$ cat src/rtl/rect_fill_writer.sv
// Rectangle fill engine: accepts one clipped rectangle command and streams one framebuffer write per cycle.
// Optional macro RECT_FILL_OUTLINE_EN adds cmd_outline_i to draw only the clipped rectangle border.
module rect_fill_writer #(
  parameter int FB_X = 1280,
  parameter int FB_Y = 720,
  localparam int X_BITS = $clog2(FB_X + 1),
  localparam int Y_BITS = $clog2(FB_Y + 1),
  localparam int FB_ADDR_BITS = $clog2(FB_X * FB_Y)
) (
  input  logic                    clk_i,
  input  logic                    rst_i,
  input  logic                    cmd_valid_i,
  output logic                    cmd_ready_o,
  input  logic [X_BITS-1:0]       cmd_x0_i,
  input  logic [Y_BITS-1:0]       cmd_y0_i,
  input  logic [X_BITS-1:0]       cmd_w_i,
  input  logic [Y_BITS-1:0]       cmd_h_i,
  input  logic [23:0]             cmd_color_i,
`ifdef RECT_FILL_OUTLINE_EN
  input  logic                    cmd_outline_i,
`endif
  output logic [FB_ADDR_BITS-1:0] pxl_addr_o,
  output logic [23:0]             pxl_data_o,
  output logic                    pxl_en_o,
  output logic                    busy_o,
  output logic                    done_o
);

  localparam logic [1:0] S_IDLE = 2'd0;
  localparam logic [1:0] S_FILL = 2'd1;
  localparam logic [1:0] S_DONE = 2'd2;

  localparam logic [X_BITS:0]       FB_X_EXT  = (X_BITS + 1)'(FB_X);
  localparam logic [Y_BITS:0]       FB_Y_EXT  = (Y_BITS + 1)'(FB_Y);
  localparam logic [FB_ADDR_BITS-1:0] FB_X_ADDR = FB_ADDR_BITS'(FB_X);

  logic [1:0]        r_state;
  logic [X_BITS-1:0] r_x;
  logic [X_BITS-1:0] r_x0;
  logic [X_BITS-1:0] r_x_last;
  logic [Y_BITS-1:0] r_y;
  logic [Y_BITS-1:0] r_y_last;
  logic [23:0]       r_color;
`ifdef RECT_FILL_OUTLINE_EN
  logic [Y_BITS-1:0] r_y0;
  logic              r_outline;
  logic              w_on_border;
`endif

  logic [X_BITS:0]   w_x0_ext;
  logic [X_BITS:0]   w_w_ext;
  logic [X_BITS:0]   w_x_room;
  logic [X_BITS:0]   w_we;
  logic [Y_BITS:0]   w_y0_ext;
  logic [Y_BITS:0]   w_h_ext;
  logic [Y_BITS:0]   w_y_room;
  logic [Y_BITS:0]   w_he;
  logic [X_BITS-1:0] w_x_last;
  logic [Y_BITS-1:0] w_y_last;
  logic              w_empty;
  logic              w_fill;

  // Clip against the framebuffer edge; one extra bit keeps FB_X - x0 from wrapping.
  always_comb begin
    w_x0_ext = {1'b0, cmd_x0_i};
    w_w_ext  = {1'b0, cmd_w_i};
    w_x_room = FB_X_EXT - w_x0_ext;
    if (w_x0_ext >= FB_X_EXT)    w_we = '0;
    else if (w_w_ext < w_x_room) w_we = w_w_ext;
    else                         w_we = w_x_room;

    w_y0_ext = {1'b0, cmd_y0_i};
    w_h_ext  = {1'b0, cmd_h_i};
    w_y_room = FB_Y_EXT - w_y0_ext;
    if (w_y0_ext >= FB_Y_EXT)    w_he = '0;
    else if (w_h_ext < w_y_room) w_he = w_h_ext;
    else                         w_he = w_y_room;
  end

  assign w_x_last = cmd_x0_i + w_we[X_BITS-1:0] - X_BITS'(1);
  assign w_y_last = cmd_y0_i + w_he[Y_BITS-1:0] - Y_BITS'(1);
  assign w_empty  = (w_we == '0) || (w_he == '0);

  always_ff @(posedge clk_i) begin
    if (rst_i) begin
      r_state  <= S_IDLE;
      r_x      <= '0;
      r_x0     <= '0;
      r_x_last <= '0;
      r_y      <= '0;
      r_y_last <= '0;
      r_color  <= '0;
`ifdef RECT_FILL_OUTLINE_EN
      r_y0      <= '0;
      r_outline <= 1'b0;
`endif
    end else begin
      case (r_state)
        S_IDLE: begin
          if (cmd_valid_i) begin
            r_x      <= cmd_x0_i;
            r_x0     <= cmd_x0_i;
            r_x_last <= w_x_last;
            r_y      <= cmd_y0_i;
            r_y_last <= w_y_last;
            r_color  <= cmd_color_i;
`ifdef RECT_FILL_OUTLINE_EN
            r_y0      <= cmd_y0_i;
            r_outline <= cmd_outline_i;
`endif
            r_state  <= w_empty ? S_DONE : S_FILL;
          end
        end
        S_FILL: begin
          if (r_x == r_x_last) begin
            if (r_y == r_y_last) begin
              r_state <= S_DONE;
            end else begin
              r_x <= r_x0;
              r_y <= r_y + Y_BITS'(1);
            end
          end else begin
            r_x <= r_x + X_BITS'(1);
          end
        end
        S_DONE:  r_state <= S_IDLE;
        default: r_state <= S_IDLE;
      endcase
    end
  end

  assign w_fill = (r_state == S_FILL);

`ifdef RECT_FILL_OUTLINE_EN
  assign w_on_border = (r_x == r_x0) || (r_x == r_x_last) ||
                       (r_y == r_y0) || (r_y == r_y_last);
  assign pxl_en_o    = w_fill && (!r_outline || w_on_border);
`else
  assign pxl_en_o    = w_fill;
`endif

  assign pxl_addr_o  = FB_ADDR_BITS'(r_y) * FB_X_ADDR + FB_ADDR_BITS'(r_x);
  assign pxl_data_o  = r_color;
  assign cmd_ready_o = (r_state == S_IDLE);
  assign busy_o      = (r_state == S_FILL) || (r_state == S_DONE);
  assign done_o      = (r_state == S_DONE);

endmodule

$ cat config.mk
export PLATFORM = sky130hd
export DESIGN_NAME = rect_fill_writer
export DESIGN_NICKNAME = d
export VERILOG_FILES = /design/src/rtl/rect_fill_writer.sv
export SDC_FILE = /design/constraint.sdc
export NUM_CORES = 1
export LEC_CHECK = 0
export ABC_CLOCK_PERIOD_IN_PS = 7400
export CAP_MARGIN = 20
export CORE_AREA = 2 2 135 137
export DETAILED_ROUTE_END_ITERATION = 16
export DIE_AREA = 0 0 137 139
export PLACE_DENSITY = 0.64
export SYNTH_ARGS = -nofsm -noshare
export SYNTH_HDL_FRONTEND = slang
export SYNTH_SLANG_ARGS = --single-unit
$ cat constraint.sdc
create_clock -name clk_i -period 7.4 [get_ports clk_i]
set_clock_uncertainty 0.05 [all_clocks]
set_input_delay 1.48 -clock clk_i [delete_from_list [all_inputs] [get_ports clk_i]]
set_output_delay 1.48 -clock clk_i [all_outputs]
set_load 0.005 [all_outputs]
# After elaboration in Yosys (flattened, before gate mapping)
# Cells that the tools add are included.
classes:
  add_sub_neg: 9
  mul: 1
  magnitude_cmp: 4
  eq_ne: 9
  mux: 17
  reduce_logical: 10
op_table:
  columns: ["op", "count"]
  rows:
  - ["11-bit two-way mux", 5]
  - ["10-bit two-way mux", 3]
  - ["12-bit two-way mux", 2]
  - ["11-bit case mux with 2 select lines", 1]
  - ["20-bit by 11-bit adder with 20-bit output", 1]
  - ["10-bit case mux with 2 select lines", 1]
  - ["12-bit zero test", 1]
  - ["11-bit by 12-bit less-than comparator with 1-bit output", 1]
  - ["10-bit by 3-bit multiplier with 12-bit output, second input constant", 1]
  - ["11-bit by 11-bit subtractor with 12-bit output, first input constant", 1]
  - ["11-bit by 1-bit adder with 11-bit output, second input constant", 1]
  - ["11-bit adder", 1]
  - ["11-bit == test", 1]
  - ["11-bit greater-or-equal comparator, second input constant", 1]
  - ["11-bit zero test", 1]
  - ["10-bit by 11-bit less-than comparator with 1-bit output", 1]
  - ["10-bit by 10-bit subtractor with 11-bit output, first input constant", 1]
  - ["11-bit by 1-bit subtractor with 11-bit output, second input constant", 1]
  - ["10-bit by 1-bit adder with 10-bit output, second input constant", 1]
  - ["10-bit adder", 1]
  - ["10-bit == test", 1]
  - ["10-bit greater-or-equal comparator, second input constant", 1]
  - ["10-bit by 1-bit subtractor with 10-bit output, second input constant", 1]
  - ["2-bit two-way mux", 4]
  - ["12 further kinds", 16]
totals:
  regBits: 79
  word_cells: 57

# Longest topological paths before layout
depth:
  word_depth: 9
  ltp_mapped: 26
  ltp_nobuf: 25

# Worst setup path before layout
# Ideal clock, no wire load.
synth_timing:
  kind: "input -> register"
  start: "input cmd_y0_i[0]"
  end: "register r_y_last[9]"
  setup_ns: 0.079
  arrival_ns: 5.917
  required_ns: 7.271
  path_slack_ns: 1.354
  stages: 25
  n_path_buf: 1
  path_cell_list: "inv_1 ha_1 or3b_4 a21oi_2 xnor2_1 ha_1 a21oi_1 o21ai_0 a21oi_1 o21ai_4 buf_2 mux2_2 nand2_1 ha_1 inv_1 ha_1 fa_1 a21o_1 a21oi_1 o21ai_0 nor4_1 nor3_1 xnor2_1 xnor2_1 a211oi_2"
synth_between:
  elab_chain_cells: 6
  elab_cells_between_ends: 7
  cone_classes: "add/sub (3); order compare (2); mux (2)"
synth_rtl:
  columns: ["element", "line_no", "text"]
  rows:
  - ["from (decl)", "15", "input logic [Y_BITS-1:0] cmd_y0_i,"]
  - ["10-bit by 10-bit subtractor with 11-bit output", "74", "w_y_room = FB_Y_EXT - w_y0_ext;"]
  - ["10-bit by 11-bit less-than comparator with 1-bit output", "76", "else if (w_h_ext < w_y_room) w_he = w_h_ext;"]
  - ["11-bit two-way mux", "76", null]
  - ["11-bit two-way mux", "75", "if (w_y0_ext >= FB_Y_EXT) w_he = '0;"]
  - ["10-bit adder *", "81", "assign w_y_last = cmd_y0_i + w_he[Y_BITS-1:0] - Y_BITS'(1);"]
  - ["10-bit by 1-bit subtractor with 10-bit output *", "81", null]
  - ["to (signal assigned)", "105", "r_y_last <= w_y_last;"]
  - ["to (decl)", "42", "logic [Y_BITS-1:0] r_y_last;"]
# Every way passes the cells marked *; elsewhere a longest branch is shown, timed or not.
# A chain may end at the register's enable or synchronous reset.

# Worst setup path in the final report
# Same ends and word-level chain as after synthesis.

==> impl_metrics.env <==
export IMPL_status="finished clean"
export IMPL_synth_cells=911
export IMPL_dp_hpwl_um=13400
export IMPL_viasPerCell=5.20
export IMPL_row_count=49
export IMPL_dieArea_um2=19000
export IMPL_synth_area_um2=6880
export IMPL_ios=117
export IMPL_clockBufferDepth=2
export IMPL_arrival_ns=6.89
export IMPL_max_cap_viol_count=0
export IMPL_worst_setup_path_type="input pin to flip-flop"
export IMPL_diodes=0
export IMPL_async_flop_share=0
export IMPL_routed_wl_um=17900
export IMPL_r2r_end="r_state[1]"
export IMPL_grt_pass1_vias=5799
export IMPL_min_path_type="flip-flop to flip-flop"
export IMPL_synth_seq_cells=79
export IMPL_leakage_nw=3.61
export IMPL_max_stage_delay_ns=0.55
export IMPL_setup_viol=0
export IMPL_design_core_area_um2=17700
export IMPL_cp_slowest_cell="clkdlybuf4s50_1"
export IMPL_ys_flop_type="dfxtp_1"
export IMPL_cp_num_buf_inv=3
export IMPL_io_buffers=116
export IMPL_cts_root_buffer="clkbuf_16"
export IMPL_fp_dieW_um=137
export IMPL_grt_setup_unrepaired="false"
export IMPL_avgSynthCellArea_um2=7.55
export IMPL_drc_errors=0
export IMPL_timing_critical_path_mode_cell="ha_1"
export IMPL_grt_pass1_wl_um=29600
export IMPL_antenna_found_initial=0
export IMPL_fin_crit_sh=0.902
export IMPL_clock_sinks=79
export IMPL_seq_area_frac_synth=0.230
export IMPL_post_drt_wl_per_cell_um=14.6
export IMPL_endpoint_kind="flip-flop"
export IMPL_cp_start_kind="input pin"
export IMPL_detailedRoute_firstPassIterationCount=4
export IMPL_synth_net_count=1065
export IMPL_cts_hold_buf=0
export IMPL_clock_fmax_ghz=0.150
export IMPL_synth_edff_count=0
export IMPL_hold_viol=0
export IMPL_drt_iter0_markers=411
export IMPL_fin_util=0.478
export IMPL_period_minus_slack_ns=6.67
export IMPL_htreeDepth=3
export IMPL_ff2ff_path_depth=8
export IMPL_cts_tree="built"
export IMPL_grt_max_degree=84
export IMPL_cp_data_required_time_ns=7.61
export IMPL_cts_resized_gates=0
export IMPL_hold_depth=2
export IMPL_ant_nets=0
export IMPL_seq_area_um2=1580
export IMPL_power_density_nw_per_um2=218
export IMPL_final_nets=1147
export IMPL_gp_congestion=0.936
export IMPL_placed_cells=1210
export IMPL_synth_distinct_cells=69
export IMPL_area_delta_synth_final_pct=22.6
export IMPL_relSlewSlack=0.381
export IMPL_grt_overflow=0
export IMPL_cts_buffers=9
export IMPL_fillerInstances=1780
export IMPL_drive_gt1_frac=0.0512
export IMPL_instances_no_fill=1226
export IMPL_reg2reg_from="r_x[0]"
export IMPL_ir_drop_mv=0.153
export IMPL_critPathTopFamily="compound AO/OA/AOI/OAI gates"
export IMPL_slew_viol_final=0
export IMPL_grt_util_all_layers=0.191
export IMPL_post_cts_setup_buffers=0
export IMPL_clk_pin_slew_ns=0.06
export IMPL_clk_latency_ns=0.35
export IMPL_die_y_um=139
export IMPL_cp_max_fo=16
export IMPL_hold_start="pxl_data_o[13]"
export IMPL_start_util=0.390
export IMPL_yosys_warnings=0
export IMPL_vias=6371
export IMPL_multi_input_area_um2=4760
export IMPL_holdPathEnd="pxl_data_o[13]"
export IMPL_r2r_setup_slack_ns=4.36
export IMPL_tightest_slew_ns=0.929
export IMPL_fin_setup_tns_ns=0
## synthesized netlist by cell type (3+ instances only)
| library cell | count | area share |
|---|---|---|
| o22ai_1 | 7 | 0.0064 |
| mux2i_1 | 7 | 0.010 |
| o21ai_1 | 7 | 0.0051 |
| nor2b_1 | 8 | 0.0073 |
| o21ai_0 | 29 | 0.021 |
| a21o_1 | 12 | 0.013 |
| buf_2 | 8 | 0.0058 |
| nor2_1 | 53 | 0.029 |
| a31oi_1 | 10 | 0.0091 |
| a21oi_1 | 92 | 0.067 |
| nand2b_1 | 6 | 0.0055 |
| o21bai_1 | 3 | 0.0033 |
| fa_1 | 4 | 0.012 |
| a22oi_1 | 3 | 0.0033 |
| nand3_1 | 18 | 0.013 |
| nand3b_1 | 4 | 0.0044 |
| and4_1 | 3 | 0.0038 |
| ha_1 | 81 | 0.15 |
| nand2_1 | 151 | 0.082 |
| nand4_1 | 6 | 0.0055 |
| xor2_1 | 36 | 0.046 |
| o211ai_1 | 7 | 0.0076 |
| nor3_1 | 13 | 0.0095 |
| dfxtp_1 | 79 | 0.23 |
| and3_1 | 7 | 0.0064 |
| a211oi_1 | 28 | 0.031 |
| mux2_2 | 7 | 0.011 |
| or3_1 | 4 | 0.0036 |
| xnor2_1 | 41 | 0.052 |
| inv_1 | 77 | 0.042 |
| clkbuf_1 | 33 | 0.018 |
| nor4_1 | 10 | 0.0091 |
| o21a_1 | 4 | 0.0044 |
| buf_4 | 10 | 0.011 |
## tightest hold or removal path: cells and delay by family (launching register included)
kind	cells	cell delay [ns]
and+or+nand+nor	1	0.05
DFF	1	0.31
AOI/OAI and AO/OA	1	0.05
## state kept, by name, indices dropped and copies added (netlist names)
register    count
r_y_last       10
pxl_data_o     24
r_y            10
r_x_last       11
r_x0           11
r_state         2
r_x            11
## report_power, final
group / switching [mW] / total (mW) / internal [mW]
sequential: 0.0798 / 0.571 / 0.491
combinational: 0.433 / 0.853 / 0.421
clock: 0.188 / 0.415 / 0.227
total: 0.700 / 1.84 / 1.14
## logic make-up after synthesis
kind of cell,share of synthesized area
flip-flops,0.230
multiplexers,0.0233
AND/OR/NAND/NOR,0.202
adder cells (fa/ha/maj),0.159
AO/OA/AOI/OAI,0.206
buffers and inverters,0.0784
XOR/XNOR,0.101
## layer usage
metal  wire length (um)  global-route usage  share of wire
met1               8440               0.259           0.47
met2               8370               0.309           0.47
met3                802              0.0300          0.045
met4                300              0.0575          0.017
met5                  0                   0              0
## layout by cell type, fill, tap and decap left out, types with 13 or more instances in the layout
cell type        netlist  routed
ha_1                  81      81
nand2_1              151     150
inv_1                 77      77
a21oi_1               92      92
clkdlybuf4s50_1        0     115
nor3_1                13      13
o21ai_0               29      29
xnor2_1               41      41
nor2_1                53      53
a211oi_1              28      28
xor2_1                36      36
dfxtp_1               79      79
nand3_1               18      18
## worst max-delay path by stage
stage          depth (start not counted)   startpoint           to
6_report                              25  cmd_y0_i[0]  r_y_last[9]
5_1_grt                               26  cmd_y0_i[0]  r_y_last[9]
4_1_cts                               25  cmd_y0_i[0]  r_y_last[9]
3_5_place_dp                          25  cmd_y0_i[0]  r_y_last[9]
3_3_place_gp                          25  cmd_y0_i[0]  r_y_last[9]
2_1_floorplan                         25  cmd_y0_i[0]  r_y_last[9]
## area by class of cell
type                    count  share of cell area
inverters                  78              0.0347
clock buffers               9              0.0267
well taps                 229              0.0340
multi-input cells         701               0.565
clock inverters             6             0.00549
repair buffers            124               0.147
flip-flops and latches     79               0.187
## metrics by stage
stage	setup slack (ns)	hold WS (ns)	area (um2)	total power, mW
final	0.727	0.404	8440	1.84
after global routing	0.409	0.420	8440	1.99
after CTS	0.777	0.405	8420	1.85
after detailed placement	0.421	0.396	8150	1.43
after global placement	0.498	0.393	8130	1.42
after floorplan	1.35	0.386	6880	1.15
No activity file was read; power rests on OpenSTA's default activity.
